$ cat config.mk
export PLATFORM = sky130hd
export DESIGN_NAME = stopwatch_controller
export DESIGN_NICKNAME = d
export VERILOG_FILES = /design/src/rtl/stopwatch_pkg.sv /design/src/rtl/stopwatch_controller.sv
export SDC_FILE = /design/constraint.sdc
export NUM_CORES = 1
export LEC_CHECK = 0
export ABC_AREA = 1
export BUFFER_PORTS_ARGS = -buffer_cell sky130_fd_sc_hd__buf_2
export CAP_MARGIN = 20
export CORE_MARGIN = 2
export CORE_UTILIZATION = 59
export DETAILED_ROUTE_END_ITERATION = 8
export PLACE_DENSITY = 0.83
export RECOVER_POWER = 50
export SLEW_MARGIN = 20
export SYNTH_ARGS = -nofsm -noshare
export SYNTH_HDL_FRONTEND = slang
export SYNTH_SLANG_ARGS = --single-unit
$ cat constraint.sdc
create_clock -name clock -period 6.9 [get_ports clock]
set_clock_uncertainty 0.1 [all_clocks]
set_input_delay 0.69 -clock clock [delete_from_list [all_inputs] [get_ports clock]]
set_output_delay 0.69 -clock clock [all_outputs]
set_load 0.005 [all_outputs]
$ cat src/rtl/stopwatch_pkg.sv
// Shared types and constants for the stopwatch/timer display path.
package stopwatch_pkg;

    localparam int              WIDTH        = 39;
    localparam logic [WIDTH-1:0] MAX_MS       = 39'd3_599_999;
    localparam logic [7:0]      DECS_DEFAULT = 8'b00101000;

    typedef enum logic [1:0] {
        IDLE  = 2'd0,
        RUN   = 2'd1,
        PAUSE = 2'd2,
        DONE  = 2'd3
    } state_t;

endpackage

$ cat src/rtl/stopwatch_controller.sv
// Millisecond stopwatch / countdown timer controller feeding the seven-segment display path.
// Advances on the ms_tick enable; handles start/stop, lap freeze and clear.
module stopwatch_controller
    import stopwatch_pkg::*;
(
    input  logic             clock,
    input  logic             rst_n,
    input  logic             ms_tick,
    input  logic             start_stop,
    input  logic             lap,
    input  logic             clear,
    input  logic             mode,
    input  logic [WIDTH-1:0] time_in,
    output logic [WIDTH-1:0] count_out,
    output logic [7:0]       decs,
    output logic             running,
    output logic             lap_frozen,
    output logic             done,
    output logic             alarm
);

    state_t           state, state_n;
    logic [WIDTH-1:0] elapsed, elapsed_n;
    logic [WIDTH-1:0] lap_reg, lap_reg_n;
    logic [WIDTH-1:0] preset;
    logic             mode_q, mode_q_n;
    logic             frozen_n, alarm_n;

    assign preset = mode ? ((time_in > MAX_MS) ? MAX_MS : time_in) : '0;

    // Reaching the terminal count wins over a simultaneous start_stop, so a
    // finished run always lands in DONE rather than a paused terminal value.
    always_comb begin
        state_n   = state;
        elapsed_n = elapsed;
        lap_reg_n = lap_reg;
        mode_q_n  = mode_q;
        frozen_n  = lap_frozen;
        alarm_n   = 1'b0;

        if (clear) begin
            state_n   = IDLE;
            elapsed_n = '0;
            frozen_n  = 1'b0;
        end else begin
            if (lap) begin
                if (lap_frozen) begin
                    frozen_n = 1'b0;
                end else if (state == RUN) begin
                    lap_reg_n = elapsed;
                    frozen_n  = 1'b1;
                end
            end

            unique case (state)
                IDLE: begin
                    elapsed_n = preset;
                    if (start_stop && !(mode && preset == '0)) begin
                        state_n  = RUN;
                        mode_q_n = mode;
                    end
                end
                RUN: begin
                    if (start_stop) begin
                        state_n = PAUSE;
                    end
                    if (ms_tick) begin
                        if (!mode_q && elapsed != MAX_MS) begin
                            elapsed_n = elapsed + 1'b1;
                            if (elapsed == MAX_MS - 1'b1) begin
                                state_n = DONE;
                                alarm_n = 1'b1;
                            end
                        end else if (mode_q && elapsed != '0) begin
                            elapsed_n = elapsed - 1'b1;
                            if (elapsed == WIDTH'(1)) begin
                                state_n = DONE;
                                alarm_n = 1'b1;
                            end
                        end
                    end
                end
                PAUSE: begin
                    if (start_stop) begin
                        state_n = RUN;
                    end
                end
                DONE: begin
                end
                default: begin
                    state_n = IDLE;
                end
            endcase
        end
    end

    always_ff @(posedge clock or negedge rst_n) begin
        if (!rst_n) begin
            state      <= IDLE;
            elapsed    <= '0;
            lap_reg    <= '0;
            mode_q     <= 1'b0;
            lap_frozen <= 1'b0;
            alarm      <= 1'b0;
        end else begin
            state      <= state_n;
            elapsed    <= elapsed_n;
            lap_reg    <= lap_reg_n;
            mode_q     <= mode_q_n;
            lap_frozen <= frozen_n;
            alarm      <= alarm_n;
        end
    end

    assign count_out = lap_frozen ? lap_reg : elapsed;
    assign decs      = DECS_DEFAULT | {7'b0, lap_frozen};
    assign running   = (state == RUN);
    assign done      = (state == DONE);

endmodule

==> out/qor.yml, run 1 <==
swShare: 0.412
fillerInstances: 1093
dp_hpwl_um: 15400
combPwrFrac: 0.360
avgSynthCellArea_um2: 6.34
worstMarginPinSlew_ps: 2260
die_x_um: 111
nets: 1167
cts_resized: 0
yosys_warnings: 0
rsz0062_at_grt: "false"
max_cap_viol_count: 3
synth_commonest_cells: "307 x nand2_1, 117 x nor2_1, 110 x o21ai_0"
drt_wl_total_um: 20600
port_buffers: 89
cp.arrival_ps: 3870
yosysUniqueCellTypes: 38
worstPathRequired_ps: 7050
grt_max_degree: 82
ant_nets: 0
initial_core_util: 0.601
peakVddDrop_mv: 0.160
relSlewSlack: -0.505
synth_top_area_frac: 0.305
die_y_um: 111
violations: "capacitance limit, slew limit"
wl_per_cell_um: 16.3
yosysSeqAreaShare: 0.305
cts_tree: "yes"
syn_inst: 1073
setup_viol: 0
ctsHoldBuffers: 0
drc: 0
synth_area_leader_cell: "dfrtp_1"
clk_pin_slew_ps: 60
yosys_most_used_dff: "dfrtp_1"
power.switching_uw: 698
diodes: 0
post-place-ws_ps: 3690
yosys_register_bits: 83
syn2layout_area_growth_pct: 8.23
fin_crit_sh: 0.539
leakagePower_nw: 3.33
cts_setup_buffers: 0
total_power_mw: 1.69
worstSetupStartpointType: "flip-flop"
dieArea_mm2: 0.0124
htreeDepth: 3
finalCriticalPeriod_ps: 3720
cts-root-buf: "clkbuf_16"
grt_overflow: 0
path_cells: "nor2_2 -> clkbuf_1 -> inv_2 -> nor2_1 -> nand3_2 -> buf_4 -> o21ai_0"
setup_slack_ps: 3180
critPathKind: "reg2reg"
drive_gt1_frac: 0.104
slowest_stage: "clkbuf_1"
clkLatencyLatePin_ps: 350
drv_slew: 157
hold_viol: 0
cp_max_fo: 79
core_mm2: 0.0113
antenna_found_initial: 0
netlist_area_mm2: 0.00680
clockPowerShare: 0.257
fin_setup_tns_ps: 0
cts_max_path_buffers: 2
firstDrtPassIters: 7
endpoint_kind: "flip-flop"
internal_power_uw: 997
p_seq_frac: 0.383
status: "finished, violations left"
power_density_mw_per_mm2: 230
numCtsBuffers: 9
vias_per_cell: 5.84
drt_iter0_markers: 819
ios: 97
place_congestion: 1.07
synthMostInstantiatedCell: "nand2_1"
grt_pass1_vias: 6682
cts_num_sinks: 83
fin_hold_ws_ps: 382
hold_class: "reg2reg"
vias: 7379
fmax_mhz: 269
rows: 39
grt_pass1_wl_um: 34100
max_stage_delay_ps: 1160
synth-edff-count: 0
grt_usage: 0.341
async_flop_share: 1.00
synthTopCellsByArea: "dfrtp_1 31%, nand2_1 17%, o21ai_0 8.1%, nor2_1 6.5%, xor2_1 5.4%"
[layout make-up]
cell class	instances	area, µm²	share of cell area
Clock inverter	3	17.5	0.00238
Clock buffer	11	243	0.0330
Tap cell	143	179	0.0243
Sequential cell	83	2080	0.282
Timing Repair Buffer	94	458	0.0622
Inverter	97	364	0.0495
Multi-Input combinational cell	832	4020	0.546
[worst max-delay path, delay by kind of cell (launching register included)]
family | cells | cell delay, ps
compound gates | 1 | 300
buf+inv | 3 | 2180
flops | 1 | 460
simple gates | 3 | 530
[power groups by stage]
stage	sequential, mW	clock, mW	combinational [mW]
6_report	0.650	0.435	0.609
5_1_grt	0.663	0.459	0.681
4_1_cts	0.647	0.440	0.598
3_5_place_dp	0.654	0	0.594
3_3_place_gp	0.652	0	0.587
2_1_floorplan	0.609	0	0.467
[layer usage]
metal	share of wire	track usage	wire length (µm)
met3	0.096	0.0474	1970
met4	0.033	0.133	677
met5	0	0	0
met1	0.43	0.486	8930
met2	0.44	0.529	9050
[placed cells by master, fill, tap and decap left out, types with 3 or more instances in the layout]
| master | instances |
|---|---|
| a21oi_1 | 21 |
| buf_2 | 70 |
| buf_4 | 4 |
| clkbuf_1 | 19 |
| clkbuf_16 | 9 |
| conb_1 | 7 |
| dfrtp_1 | 83 |
| ha_1 | 4 |
| inv_1 | 90 |
| inv_2 | 6 |
| nand2_1 | 307 |
| nand2_2 | 4 |
| nand3_1 | 48 |
| nand3b_1 | 5 |
| nand4_1 | 44 |
| nor2_1 | 116 |
| nor2_2 | 10 |
| nor3_1 | 29 |
| nor3b_1 | 3 |
| nor4_1 | 18 |
| o211ai_1 | 4 |
| o21ai_0 | 110 |
| o21ai_1 | 28 |
| o22ai_1 | 10 |
| o31ai_1 | 7 |
| xor2_1 | 42 |
[logic make-up after synthesis]
group / after synthesis / share of synthesized area
xor+xnor: 42 / 0.0541
flops: 83 / 0.305
compound gates: 183 / 0.142
simple gates: 596 / 0.383
other cells: 2 / 0.00110
buf+inv: 163 / 0.107
fa+ha+maj: 4 / 0.00736
[through the flow]
stage	cells	area, µm²	utilization
5_1_grt	1263	7360	0.650
6_report	1263	7360	0.650
2_1_floorplan	1078	6820	-
3_5_place_dp	1249	7130	0.630
4_1_cts	1263	7390	0.653
3_3_place_gp	1249	7130	0.630
[path summary, 6_finish.rpt]
check | from | to | slack, ps | cells after the start
min | lap_reg[26]$_DFFE_PN0P_ | lap_reg[26]$_DFFE_PN0P_ | 380 | 2
max reg2reg | state[1]$_DFFE_PN0P_ | lap_reg[27]$_DFFE_PN0P_ | 3180 | 7
max in group asynchronous | rst_n | lap_reg[3]$_DFFE_PN0P_ | 4250 | 2
min in group asynchronous | rst_n | lap_reg[18]$_DFFE_PN0P_ | 900 | 1
max | state[1]$_DFFE_PN0P_ | lap_reg[27]$_DFFE_PN0P_ | 3180 | 7
min reg2reg | lap_reg[26]$_DFFE_PN0P_ | lap_reg[26]$_DFFE_PN0P_ | 380 | 2
Power figures use the tool's default switching activity.
==> run 2, diff against run 1 <==
--- a/config.mk
+++ b/config.mk
@@ -9,9 +9,9 @@
 export BUFFER_PORTS_ARGS = -buffer_cell sky130_fd_sc_hd__buf_2
 export CAP_MARGIN = 20
 export CORE_MARGIN = 2
-export CORE_UTILIZATION = 59
+export CORE_UTILIZATION = 53
 export DETAILED_ROUTE_END_ITERATION = 8
-export PLACE_DENSITY = 0.83
+export PLACE_DENSITY = 0.79
 export RECOVER_POWER = 50
 export SLEW_MARGIN = 20
 export SYNTH_ARGS = -nofsm -noshare
==> constraint.sdc (replaced) <==
create_clock -name clock -period 3.4 [get_ports clock]
set_clock_uncertainty 0.1 [all_clocks]
set_input_delay 0.34 -clock clock [delete_from_list [all_inputs] [get_ports clock]]
set_output_delay 0.34 -clock clock [all_outputs]
set_load 0.005 [all_outputs]
==> run 2 against run 1 <==
  * Critical path depth increased by 7
  * Largest power group unchanged
  * Clock power increased by 130%
  * Wire length increased by 12%
  * Die area increased by 11%
  * The flow still finishes with violations (capacitance limit, slew limit)
  * Utilization decreased by 5.3 points
  * Clock-buffer cell count decreased by 1
  * Worst hold slack got worse by 230 ps
  * First-iteration DRC count decreased by 9.2%
  * Critical endpoint is now elapsed[33]$_DFFE_PN0P_
==> out/qor.yml, run 2 (synthesis gave the netlist of run 1 again) <==
htreeDepth: 3
relSlewSlack: -0.438
antenna_found_initial: 0
worstMarginPinSlew_ps: 2160
cts_tree: "yes"
nets: 1177
clkLatencyLatePin_ps: 360
violations: "capacitance limit, slew limit"
cts_num_sinks: 83
grt_overflow: 0
fin_crit_sh: 0.922
worstPathRequired_ps: 3570
drt_iter0_markers: 744
clk_pin_slew_ps: 60
fin_setup_tns_ps: 0
fin_util: 0.597
ios: 97
firstDrtPassIters: 6
grt_max_degree: 84
drive_gt1_frac: 0.113
status: "finished, violations left"
rsz0062_at_grt: "false"
syn2layout_area_growth_pct: 10.4
place_congestion: 1.07
port_buffers: 89
cts_resized: 0
dp_hpwl_um: 17600
die_x_um: 117
ctsHoldBuffers: 1
vias: 7548
post-place-ws_ps: 391
dieArea_mm2: 0.0137
rows: 41
drv_slew: 116
drc: 0
numCtsBuffers: 9
critPathKind: "reg2reg"
wl_per_cell_um: 17.7
power_density_mw_per_mm2: 479
endpoint_kind: "flip-flop"
postPlaceCellArea_mm2: 0.00726
reg2reg_depth: 14
fmax_mhz: 319
ant_nets: 0
final_cell_mix: "307 x nand2_1, 116 x nor2_1, 110 x o21ai_0"
hold_class: "in2reg"
setup_viol: 0
layout_commonest_cell: "nand2_1"
core_mm2: 0.0126
die_y_um: 117
cp_max_fo: 33
leakagePower_nw: 3.39
diodes: 0
drt_wl_total_um: 23000
cts_setup_buffers: 0
holdPathStages: 2
initial_core_util: 0.541
final_area_mm2: 0.00751
grt_pass1_vias: 6578
cts-root-buf: "clkbuf_16"
peakVddDrop_mv: 0.318
hold_viol: 0
grt_pass1_wl_um: 35900
max_cap_viol_count: 2
worstSetupStartpointType: "flip-flop"
finalCriticalPeriod_ps: 3140
cts_max_path_buffers: 2
grt_usage: 0.346
cp.arrival_ps: 3300
setup_slack_ps: 265
vias_per_cell: 5.79
## run 2: changes by cell type in the layout (fill, tap and decap cells not counted), sizes merged
cell         previous run  this run
buf                    74        81
bufinv                  0         1
clkbuf                 31        32
clkinvlp                1         2
dlygate4sd3             0         1
## run 2: routing by layer
metal / wire, µm / track usage / vias up
li1: - / - / 3613
met1: 10100 / 0.483 / 3477
met2: 9800 / 0.513 / 377
met3: 2160 / 0.0803 / 81
met4: 967 / 0.148 / 0
met5: 0 / 0 / -
## run 2: cell type report
cell class | count | area, µm²
inverters | 97 | 364
fillers | 1282 | 5060
multi-input cells | 832 | 4020
well taps | 172 | 215
flip-flops and latches | 83 | 2080
repair buffers | 104 | 546
clock inverters | 5 | 55.1
clock buffers | 10 | 229
## run 2: critical path, cell delays in order, from the launching register on
cell	delay, ps
dfrtp_1	460
inv_1	270
ha_1	290
nand2_2	150
nor2_2	160
nand3_1	170
nor2_1	140
nand2_1	80
nand2_1	80
nand2_1	80
nand3b_1	110
nand2_2	80
nor2_4	250
inv_2	340
o21ai_0	290
## run 2: path summary, 6_finish.rpt
check / startpoint / endpoint / slack, ps
min reg2reg: lap_reg[19]$_DFFE_PN0P_ / lap_reg[19]$_DFFE_PN0P_ / 380
min: clear / alarm$_DFF_PN0_ / 150
max: elapsed[0]$_DFFE_PN0P_ / elapsed[33]$_DFFE_PN0P_ / 260
min in group asynchronous: rst_n / lap_reg[28]$_DFFE_PN0P_ / 1140
max reg2reg: elapsed[0]$_DFFE_PN0P_ / elapsed[33]$_DFFE_PN0P_ / 260
max in group asynchronous: rst_n / lap_frozen$_DFFE_PN0P_ / 610
## run 2: where the power goes
part           total [mW]  internal, mW  switching (mW)
Sequential           1.30          1.14           0.165
Combinational        1.30         0.396           0.906
Clock               0.991         0.563           0.428
## run 2: metrics by stage
step	hold slack (ps)	cells	total power [mW]
2_1_floorplan	-55.6	1078	2.18
3_3_place_gp	313	1287	2.57
3_5_place_dp	316	1287	2.58
4_1_cts	157	1303	3.56
5_1_grt	175	1303	3.81
6_report	151	1303	3.59
==> run 3, diff against run 2 <==
--- a/config.mk
+++ b/config.mk
@@ -13,6 +13,7 @@
 export DETAILED_ROUTE_END_ITERATION = 8
 export PLACE_DENSITY = 0.79
 export RECOVER_POWER = 50
+export REMOVE_ABC_BUFFERS = 1
 export SLEW_MARGIN = 20
 export SYNTH_ARGS = -nofsm -noshare
 export SYNTH_HDL_FRONTEND = slang
==> run 3 against run 2 <==
  * The run still ends with capacitance limit, slew limit left
  * Combinational power barely moved
  * Global-route usage rose by 0.097 points
  * Clock-buffer cell count rose by 1
  * Largest cell class unchanged
==> out/qor.yml, run 3 (synthesis gave the netlist of run 1 again) <==
stdcell_count: 1305
rrSetupSlack_ps: 400
cts_resized: 0
fin_hold_ws_ps: 58.0
worstPathRequired_ps: 3530
relSlewSlack: -0.366
drt_wl_total_um: 22900
grt_pass1_vias: 6721
hp-start: "lap"
antenna_found_initial: 0
leakagePower_nw: 3.40
dieArea_mm2: 0.0137
peakVddDrop_mv: 0.335
cp_max_fo: 33
vias_per_cell: 5.73
setup_viol: 0
nets: 1178
holdPathStages: 2
status: "finished, violations left"
port_buffers: 89
drive_gt1_frac: 0.114
r2r_end: "elapsed[21]$_DFFE_PN0P_"
clk_pin_slew_ps: 70
vias: 7473
place_congestion: 1.04
initial_core_util: 0.541
finalCriticalPeriod_ps: 3000
rows: 41
layout_commonest_cell: "nand2_1"
worstMarginPinSlew_ps: 2050
hold_viol: 0
cp.arrival_ps: 3130
firstDrtPassIters: 6
power_density_mw_per_mm2: 482
critPathKind: "reg2reg"
violations: "capacitance limit, slew limit"
timing.rr.start: "elapsed[33]$_DFFE_PN0P_"
fin_crit_sh: 0.882
cts_setup_buffers: 0
core_mm2: 0.0126
grt_overflow: 0
die_y_um: 117
numCtsBuffers: 9
grt_pass1_wl_um: 35900
die_x_um: 117
ios: 97
ant_nets: 0
cts_max_path_buffers: 2
max_cap_viol_count: 2
drv_slew: 114
drt_iter0_markers: 912
whs_endpoint: "lap_frozen$_DFFE_PN0P_"
grt_usage: 0.347
drc: 0
dp_hpwl_um: 17400
worstSetupStartpointType: "flip-flop"
wl_per_cell_um: 17.5
clkLatencyLatePin_ps: 370
ctsHoldBuffers: 0
reg2reg_depth: 11
fmax_mhz: 333
hold_class: "in2reg"
cts_tree: "yes"
final_cell_mix: "307 x nand2_1, 116 x nor2_1, 110 x o21ai_0"
cts-root-buf: "clkbuf_16"
rsz0062_at_grt: "false"
grt_max_degree: 82
diodes: 0
syn2layout_area_growth_pct: 10.6
dp_cells: 1288
cts_num_sinks: 83
htreeDepth: 3
endpoint_kind: "flip-flop"
[run 3: power breakdown]
part           total (mW)  internal [mW]  switching (mW)
clock network        1.03          0.592           0.442
logic                1.29          0.400           0.890
registers            1.30           1.14           0.166
total                3.63           2.13            1.50
[run 3: worst max-delay path by stage]
stage	cells past startpoint	from	endpoint	slack (ps)
floorplan	5	state[1]$_DFFE_PN0P_	lap_reg[0]$_DFFE_PN0P_	-660
global placement	11	elapsed[33]$_DFFE_PN0P_	elapsed[23]$_DFFE_PN0P_	660
detailed placement	11	elapsed[33]$_DFFE_PN0P_	elapsed[38]$_DFFE_PN0P_	500
CTS	11	elapsed[33]$_DFFE_PN0P_	elapsed[38]$_DFFE_PN0P_	480
global route	11	elapsed[33]$_DFFE_PN0P_	elapsed[38]$_DFFE_PN0P_	280
finish	11	elapsed[33]$_DFFE_PN0P_	elapsed[21]$_DFFE_PN0P_	400
[run 3: routing by layer]
layer	up-vias	global-route usage	share of wire
met2	358	0.548	0.45
li1	3621	-	-
met3	75	0.0736	0.088
met4	0	0.163	0.045
met5	-	0	0
met1	3419	0.454	0.42
[run 3: area by class of cell]
cell class / instances / area (µm²)
Tap cell: 172 / 215
Inverter: 97 / 364
Sequential cell: 83 / 2080
Clock inverter: 5 / 62.6
Timing Repair Buffer: 105 / 537
Clock buffer: 11 / 243
Fill cell: 1251 / 5050
Multi-Input combinational cell: 832 / 4020
[run 3: per-stage QoR]
| stage | setup slack [ps] | setup TNS (ps) | util | area, µm² | power [mW] |
|---|---|---|---|---|---|
| after floorplan | -661 | -25980 | - | 6450 | 2.10 |
| after global placement | 662 | 0 | 0.576 | 7240 | 2.58 |
| after detailed placement | 504 | 0 | 0.576 | 7240 | 2.58 |
| after CTS | 478 | 0 | 0.600 | 7540 | 3.61 |
| after global routing | 276 | 0 | 0.598 | 7520 | 3.84 |
| final | 401 | 0 | 0.598 | 7520 | 3.63 |
[run 3: worst max-delay path: stages (launching register included)]
cell and delay [ps]:
dfrtp_1 440, nor2_1 260, nand2_1 140, nor4_2 350, nand3_1 140, nand2_1 250, buf_4 390, nand4_1 250
nand3_1 150, nand2_1 70, o21ai_1 210, o21ai_1 90
